`src/rtl/lsu_ctrl.sv`:
```
// Load/store control stage in front of the 8-word data memory: computes and range-checks
// the effective address, strobes the memory, and returns load data over a valid/ready handshake.
module lsu_ctrl #(
    parameter int DATA_W    = 8,
    parameter int ADDR_W    = 8,
    parameter int MEM_DEPTH = 8,
    parameter int REG_W     = 3
) (
    input  logic              clk,
    input  logic              reset,
    input  logic              req_valid,
    output logic              req_ready,
    input  logic              req_is_store,
    input  logic [ADDR_W-1:0] base,
    input  logic [ADDR_W-1:0] offset,
    input  logic [DATA_W-1:0] store_data,
    input  logic [REG_W-1:0]  dest_reg,
    output logic              mem_read,
    output logic              mem_write,
    output logic [ADDR_W-1:0] addr,
    output logic [DATA_W-1:0] write_data,
    input  logic [DATA_W-1:0] read_data,
    output logic              wb_valid,
    input  logic              wb_ready,
    output logic [DATA_W-1:0] wb_data,
    output logic [REG_W-1:0]  wb_dest,
    output logic              addr_err
);

    typedef enum logic [2:0] {
        S_IDLE,
        S_STORE,
        S_LOAD,
        S_CAPTURE,
        S_RESP
    } state_t;

    state_t             r_state;
    logic               r_req_ready;
    logic               r_mem_read;
    logic               r_mem_write;
    logic [ADDR_W-1:0]  r_addr;
    logic [DATA_W-1:0]  r_write_data;
    logic               r_wb_valid;
    logic [DATA_W-1:0]  r_wb_data;
    logic [REG_W-1:0]   r_wb_dest;
    logic               r_addr_err;

    logic [ADDR_W-1:0]  w_eff;
    logic               w_in_range;

    // Carry out of the address add is intentionally dropped (wrap-around addressing).
    assign w_eff      = base + offset;
    assign w_in_range = (w_eff < ADDR_W'(MEM_DEPTH));

    always_ff @(posedge clk or negedge reset) begin
        if (!reset) begin
            r_state      <= S_IDLE;
            r_req_ready  <= 1'b1;
            r_mem_read   <= 1'b0;
            r_mem_write  <= 1'b0;
            r_addr       <= '0;
            r_write_data <= '0;
            r_wb_valid   <= 1'b0;
            r_wb_data    <= '0;
            r_wb_dest    <= '0;
            r_addr_err   <= 1'b0;
        end else begin
            r_mem_read  <= 1'b0;
            r_mem_write <= 1'b0;
            r_addr_err  <= 1'b0;
            case (r_state)
                S_IDLE: begin
                    if (req_valid) begin
                        r_addr       <= w_eff;
                        r_write_data <= store_data;
                        r_wb_dest    <= dest_reg;
                        if (!w_in_range) begin
                            r_addr_err <= 1'b1;
                        end else if (req_is_store) begin
                            r_state     <= S_STORE;
                            r_mem_write <= 1'b1;
                            r_req_ready <= 1'b0;
                        end else begin
                            r_state     <= S_LOAD;
                            r_mem_read  <= 1'b1;
                            r_req_ready <= 1'b0;
                        end
                    end
                end
                S_STORE: begin
                    r_state     <= S_IDLE;
                    r_req_ready <= 1'b1;
                end
                S_LOAD: begin
                    r_state <= S_CAPTURE;
                end
                // read_data was refreshed by the memory on the edge that ended LOAD.
                S_CAPTURE: begin
                    r_wb_data  <= read_data;
                    r_wb_valid <= 1'b1;
                    r_state    <= S_RESP;
                end
                S_RESP: begin
                    if (wb_ready) begin
                        r_wb_valid  <= 1'b0;
                        r_state     <= S_IDLE;
                        r_req_ready <= 1'b1;
                    end
                end
                default: begin
                    r_state     <= S_IDLE;
                    r_req_ready <= 1'b1;
                end
            endcase
        end
    end

    assign req_ready  = r_req_ready;
    assign mem_read   = r_mem_read;
    assign mem_write  = r_mem_write;
    assign addr       = r_addr;
    assign write_data = r_write_data;
    assign wb_valid   = r_wb_valid;
    assign wb_data    = r_wb_data;
    assign wb_dest    = r_wb_dest;
    assign addr_err   = r_addr_err;

endmodule

```
`config.mk`:
```
export PLATFORM = sky130hd
export DESIGN_NAME = lsu_ctrl
export DESIGN_NICKNAME = d
export VERILOG_FILES = /design/src/rtl/lsu_ctrl.sv
export SDC_FILE = /design/constraint.sdc
export NUM_CORES = 1
export LEC_CHECK = 0
export CAP_MARGIN = 20
export CORE_MARGIN = 2
export CORE_UTILIZATION = 55
export CTS_CLUSTER_SIZE = 8
export DETAILED_ROUTE_END_ITERATION = 8
export DONT_BUFFER_PORTS = 1
export PLACE_DENSITY = 0.85
export SLEW_MARGIN = 20
export SYNTH_ARGS = -nofsm -noshare
export SYNTH_HDL_FRONTEND = slang
export SYNTH_SLANG_ARGS = --single-unit
```
`constraint.sdc`:
```
create_clock -name clk -period 1.3 [get_ports clk]
set_input_delay 0.26 -clock clk [delete_from_list [all_inputs] [get_ports clk]]
set_output_delay 0.26 -clock clk [all_outputs]
set_load 0.02 [all_outputs]
```
# Yosys cells after proc, flatten, opt, wreduce, memory -nomap -nowiden
# Cells that the tools add are included.
# op_classes
addsub,1
order_cmp,1
eq_ne,6
n_mux,22
bitwise,1
n_reduce_logical,7
# op_table
op,n
$mux 1,15
$pmux 3 s4,1
$mux 3,3
$add 8x8->8,1
$lt 8x4->1 const B,1
$eq 3x2->1 const B,2
$ne 2x2->1 const B,3
$reduce_and 2->1,2
$reduce_and 4->1,1
$eq 3x3->1 const B,1
$logic_not 3->1,1
$pmux 1 s3,1
$reduce_and 3->1,1
$mux 2,1
$pmux 1 s2,1
$reduce_bool 2->1,1
$reduce_or 2->1,1
$not 1->1,1
# totals
ff_bits,35
input_bits,40

# Logic depth before layout (Yosys ltp)
# logic_depth
depth_word,5
mapped_depth,9

# Least setup slack after synthesis
# OpenSTA, ideal clock, no wires.
# synth_timing
path_type,input port to flip-flop
start,input port offset[0]
end,"register r_req_ready, in the netlist req_ready"
setup_time_ps,81
t_arrival_ps,2009
required_time_ps,1219
setup_slack_ps,-790
stages,9
cell_sequence,ha_1 inv_1 fa_1 nor2b_1 o31ai_1 a211oi_2 a21boi_4 nand4b_1 a211oi_2
# synth_between
elab_chain_cells,4
# synth_rtl
element,line,source
"start, declared",15,"input logic [ADDR_W-1:0] offset,"
$add 8x8->8,53,assign w_eff = base + offset;
$lt 8x4->1,54,assign w_in_range = (w_eff < ADDR_W'(MEM_DEPTH));
$ne 2x2->1 (no source line),--,
$reduce_and 4->1 (no source line),--,
"end signal, assigned",59,r_req_ready <= 1'b1;
"end signal, assigned",83,r_req_ready <= 1'b0;
"end signal, assigned",87,r_req_ready <= 1'b0;
"end, declared",39,logic r_req_ready;
# Every way passes these cells.
# A chain may end at the register's enable or synchronous reset.

# Final worst setup path
# Same ends and word-level chain as after synthesis.

==> flow_summary.json <==
{
  "outcome": "finished, violations left",
  "violations": "negative setup slack",
  "switching_share_pct": 43.0,
  "clock_latency_ns": 0.32,
  "crit_top_cell": "a211oi_2",
  "holdWs_ns": 0.0326,
  "use_met3_pct": 7.77,
  "grt_max_degree": 36,
  "drive_above_1_share_pct": 40.4,
  "synth_area_per_cell_sq_um": 10.0,
  "max_freq_ghz": 0.597,
  "rows": 20,
  "pwr-share-clk_pct": 16.0,
  "dieArea_sq_mm": 0.00374,
  "yosys_warnings": 0,
  "track_usage_pct": 24.5,
  "crit_cells": 9,
  "crit_required_ns": 1.55,
  "pin_count": 72,
  "worst_pin_slew_ns": 0.619,
  "hold_viol": 0,
  "tns_ns": -1.91,
  "die_h_microns": 61.1,
  "hpwl_mm": 3.15,
  "syn_nets": 227,
  "use_met2_pct": 45.9,
  "synthArstFlopShare_pct": 100,
  "peakVddDrop_mv": 1.15,
  "synth_seq_cells": 35,
  "rsz0062_at_grt": "true",
  "fin_nets": 265,
  "min_period_over_period_pct": 129,
  "slew_violations": 0,
  "synth-edff-count": 0,
  "cts_tree": "yes",
  "cp_max_fo": 5,
  "coreArea_sq_mm": 0.00308,
  "cp_cell_sequence": "ha_4 > inv_2 > fa_2 > nor2b_4 > o31ai_4 > a211oi_2 > a21boi_4 > nand4b_1 > a211oi_2",
  "path_delay_family": "compound AO/OA/AOI/OAI gates",
  "path_clk_slew_ns": 0.11,
  "port_buffers": 0,
  "path_buf_inv": 1,
  "diodes": 0,
  "avgRoutedWirePerCell_microns": 17.1,
  "syn_area_sq_mm": 0.00179,
  "power_leakage_uw": 0.00111,
  "synthFlopType": "dfrtp_1",
  "total_power_uw": 4790,
  "slew_headroom_pct": 57.7,
  "reg2reg_depth": 3,
  "final.setup.worst_slack_ns": -0.374,
  "final_common_cell": "nand2_1",
  "cap_violations": 0,
  "cp_slowest_cell": "fa_2",
  "fill_cells": 207,
  "arrival_ns": 1.93,
  "busiest_layer": "met2",
  "fp.dieW_microns": 61.1,
  "drt_iter0_drc": 61,
  "firstDrtPassIters": 4,
  "vias": 1501,
  "p_seq_share_pct": 53.0,
  "grt_pass1_vias": 1448,
  "setup_viol": 11,
  "r2r-start": "r_state[2]",
  "grt_overflow": 0,
  "cts_made_buffers": 5,
  "netSwitchingPower_uw": 2060,
  "endpoint": "req_ready",
  "synthCells": 179,
  "grt_pass1_wl_mm": 6.61,
  "hold_path.class": "in -> reg",
  "startpoint": "offset[0]",
  "remaining_drc_errors": 0,
  "antenna_found_initial": 0,
  "wl_mm": 4.49,
  "area_delta_synth_final_pct": 33.9,
  "rrSetupSlack_ns": -0.10,
  "clock_path_buffers": 2,
  "drtAntennaViolNets": 0,
  "worst_clock_skew_ns": 0.00602,
  "power_density_mw_per_mm2": 1990,
  "min_period_ns": 1.67,
  "gp_congestion": 0.882,
  "internal_power_uw": 2730,
  "p_comb_share_pct": 31.0,
  "start_util_pct": 58.3,
  "final_cell_mix": "nand2_1, dfrtp_1, buf_4",
  "yosysUniqueCellTypes": 43,
  "timing.rr.end": "req_ready",
  "critical_path_class": "in -> reg",
  "seq_area_frac_synth_pct": 48.9,
  "clock-sinks": 35,
  "viasPerCell": 5.73,
  "critPathLaunchType": "input port",
  "met1_usage_pct": 26.5,
  "ctsRootBufferMaster": "clkbuf_4",
  "cp_slowest_stage_delay_ns": 0.37,
  "htreeDepth": 2,
  "end_kind": "register"
}
flip-flops by register name, summed over array words and instances (netlist names):
name        flops
addr            8
wb_data         8
write_data      8
r_state         3
wb_dest         3
addr_err        1
mem_read        1
mem_write       1
req_ready       1
wb_valid        1
power groups by stage:
stage | registers [uW] | clock network (uW) | logic (uW)
after detailed placement | 2560 | 0 | 1270
after global placement | 2530 | 0 | 1180
after global routing | 2600 | 838 | 1650
after floorplan | 2450 | 0 | 896
after CTS | 2540 | 785 | 1400
final | 2540 | 768 | 1480
metal layers:
metal / up-vias / wire, microns
li1: 691 / -
met2: 69 / 2540
met1: 735 / 1550
met3: 6 / 354
met4: 0 / 42
met5: - / 0
worst register-to-register path, delay by kind of cell (launching register included):
kind	cells	cell delay, ns
flip-flops	1	0.44
buffers and inverters	1	0.17
AO/OA/AOI/OAI	2	0.72
worst min-delay path by stage:
stage          slack, ns  cells after the start           from             to
2_1_floorplan      -0.04                      0          reset        addr[0]
3_3_place_gp       -0.03                      0          reset       addr_err
3_5_place_dp       -0.03                      0          reset        addr[7]
4_1_cts             0.02                      2  store_data[2]  write_data[2]
5_1_grt             0.01                      2  store_data[2]  write_data[2]
6_report            0.03                      2  store_data[7]  write_data[7]
synth_stat cells, drive strengths merged, types with 2 or more instances:
cell type	n	share of area (%)
nand2	47	9.8
dfrtp	34	47
nor2	11	2.3
mux2	9	5.9
o21ai	8	2.2
ha	7	4.9
a21oi	6	1.7
inv	5	1.0
nor2b	5	2.2
clkbuf	4	0.84
a211oi	3	2.1
buf	3	1.2
xor2	3	1.5
a21boi	2	1.5
and3	2	0.70
nand3b	2	0.84
nand4	2	0.70
nor3	2	0.56
nor3b	2	1.1
o21a	2	0.84
o311a	2	1.2
o31ai	2	0.84
xnor2	2	0.98
area by class of cell:
cell class / count / area (sq um) / area share, %
multi-input combinational: 132 / 1040 / 43.5
sequential: 35 / 877 / 36.5
timing repair buffer: 38 / 325 / 13.5
tap: 44 / 55.1 / 2.29
clock inverter: 3 / 43.8 / 1.82
clock buffer: 5 / 37.5 / 1.56
inverter: 5 / 18.8 / 0.781
through the flow:
| step | util [%] | worst slack, ns | cell area, sq um | instances |
|---|---|---|---|---|
| 2_1_floorplan | - | -0.608 | 1860 | 179 |
| 3_3_place_gp | 67.8 | -0.637 | 2090 | 244 |
| 3_5_place_dp | 67.8 | -0.719 | 2090 | 244 |
| 4_1_cts | 75.7 | -0.338 | 2330 | 259 |
| 5_1_grt | 78.0 | -0.450 | 2400 | 262 |
| 6_report | 78.0 | -0.374 | 2400 | 262 |
cells by family (layout without fill, tap and decap cells):
group,after synthesis,in the layout,share of synthesized area [%]
AND/OR/NAND/NOR,78,78,20.1
XOR/XNOR,5,5,2.44
multiplexers,9,9,5.86
flip-flops,35,35,48.9
buffers and inverters,12,51,3.07
adder cells (fa/ha/maj),8,8,6.00
AO/OA/AOI/OAI,32,32,13.7
repair_timing:
item,in CTS,in global routing
resized for setup,18,13
endpoints found under the setup margin,9,33
endpoints found under the hold margin,36,0
gates cloned,0,1
buffers inserted,7,3
hold buffers,3,0
pin swaps,14,7
(Power assumes the default switching activity.)
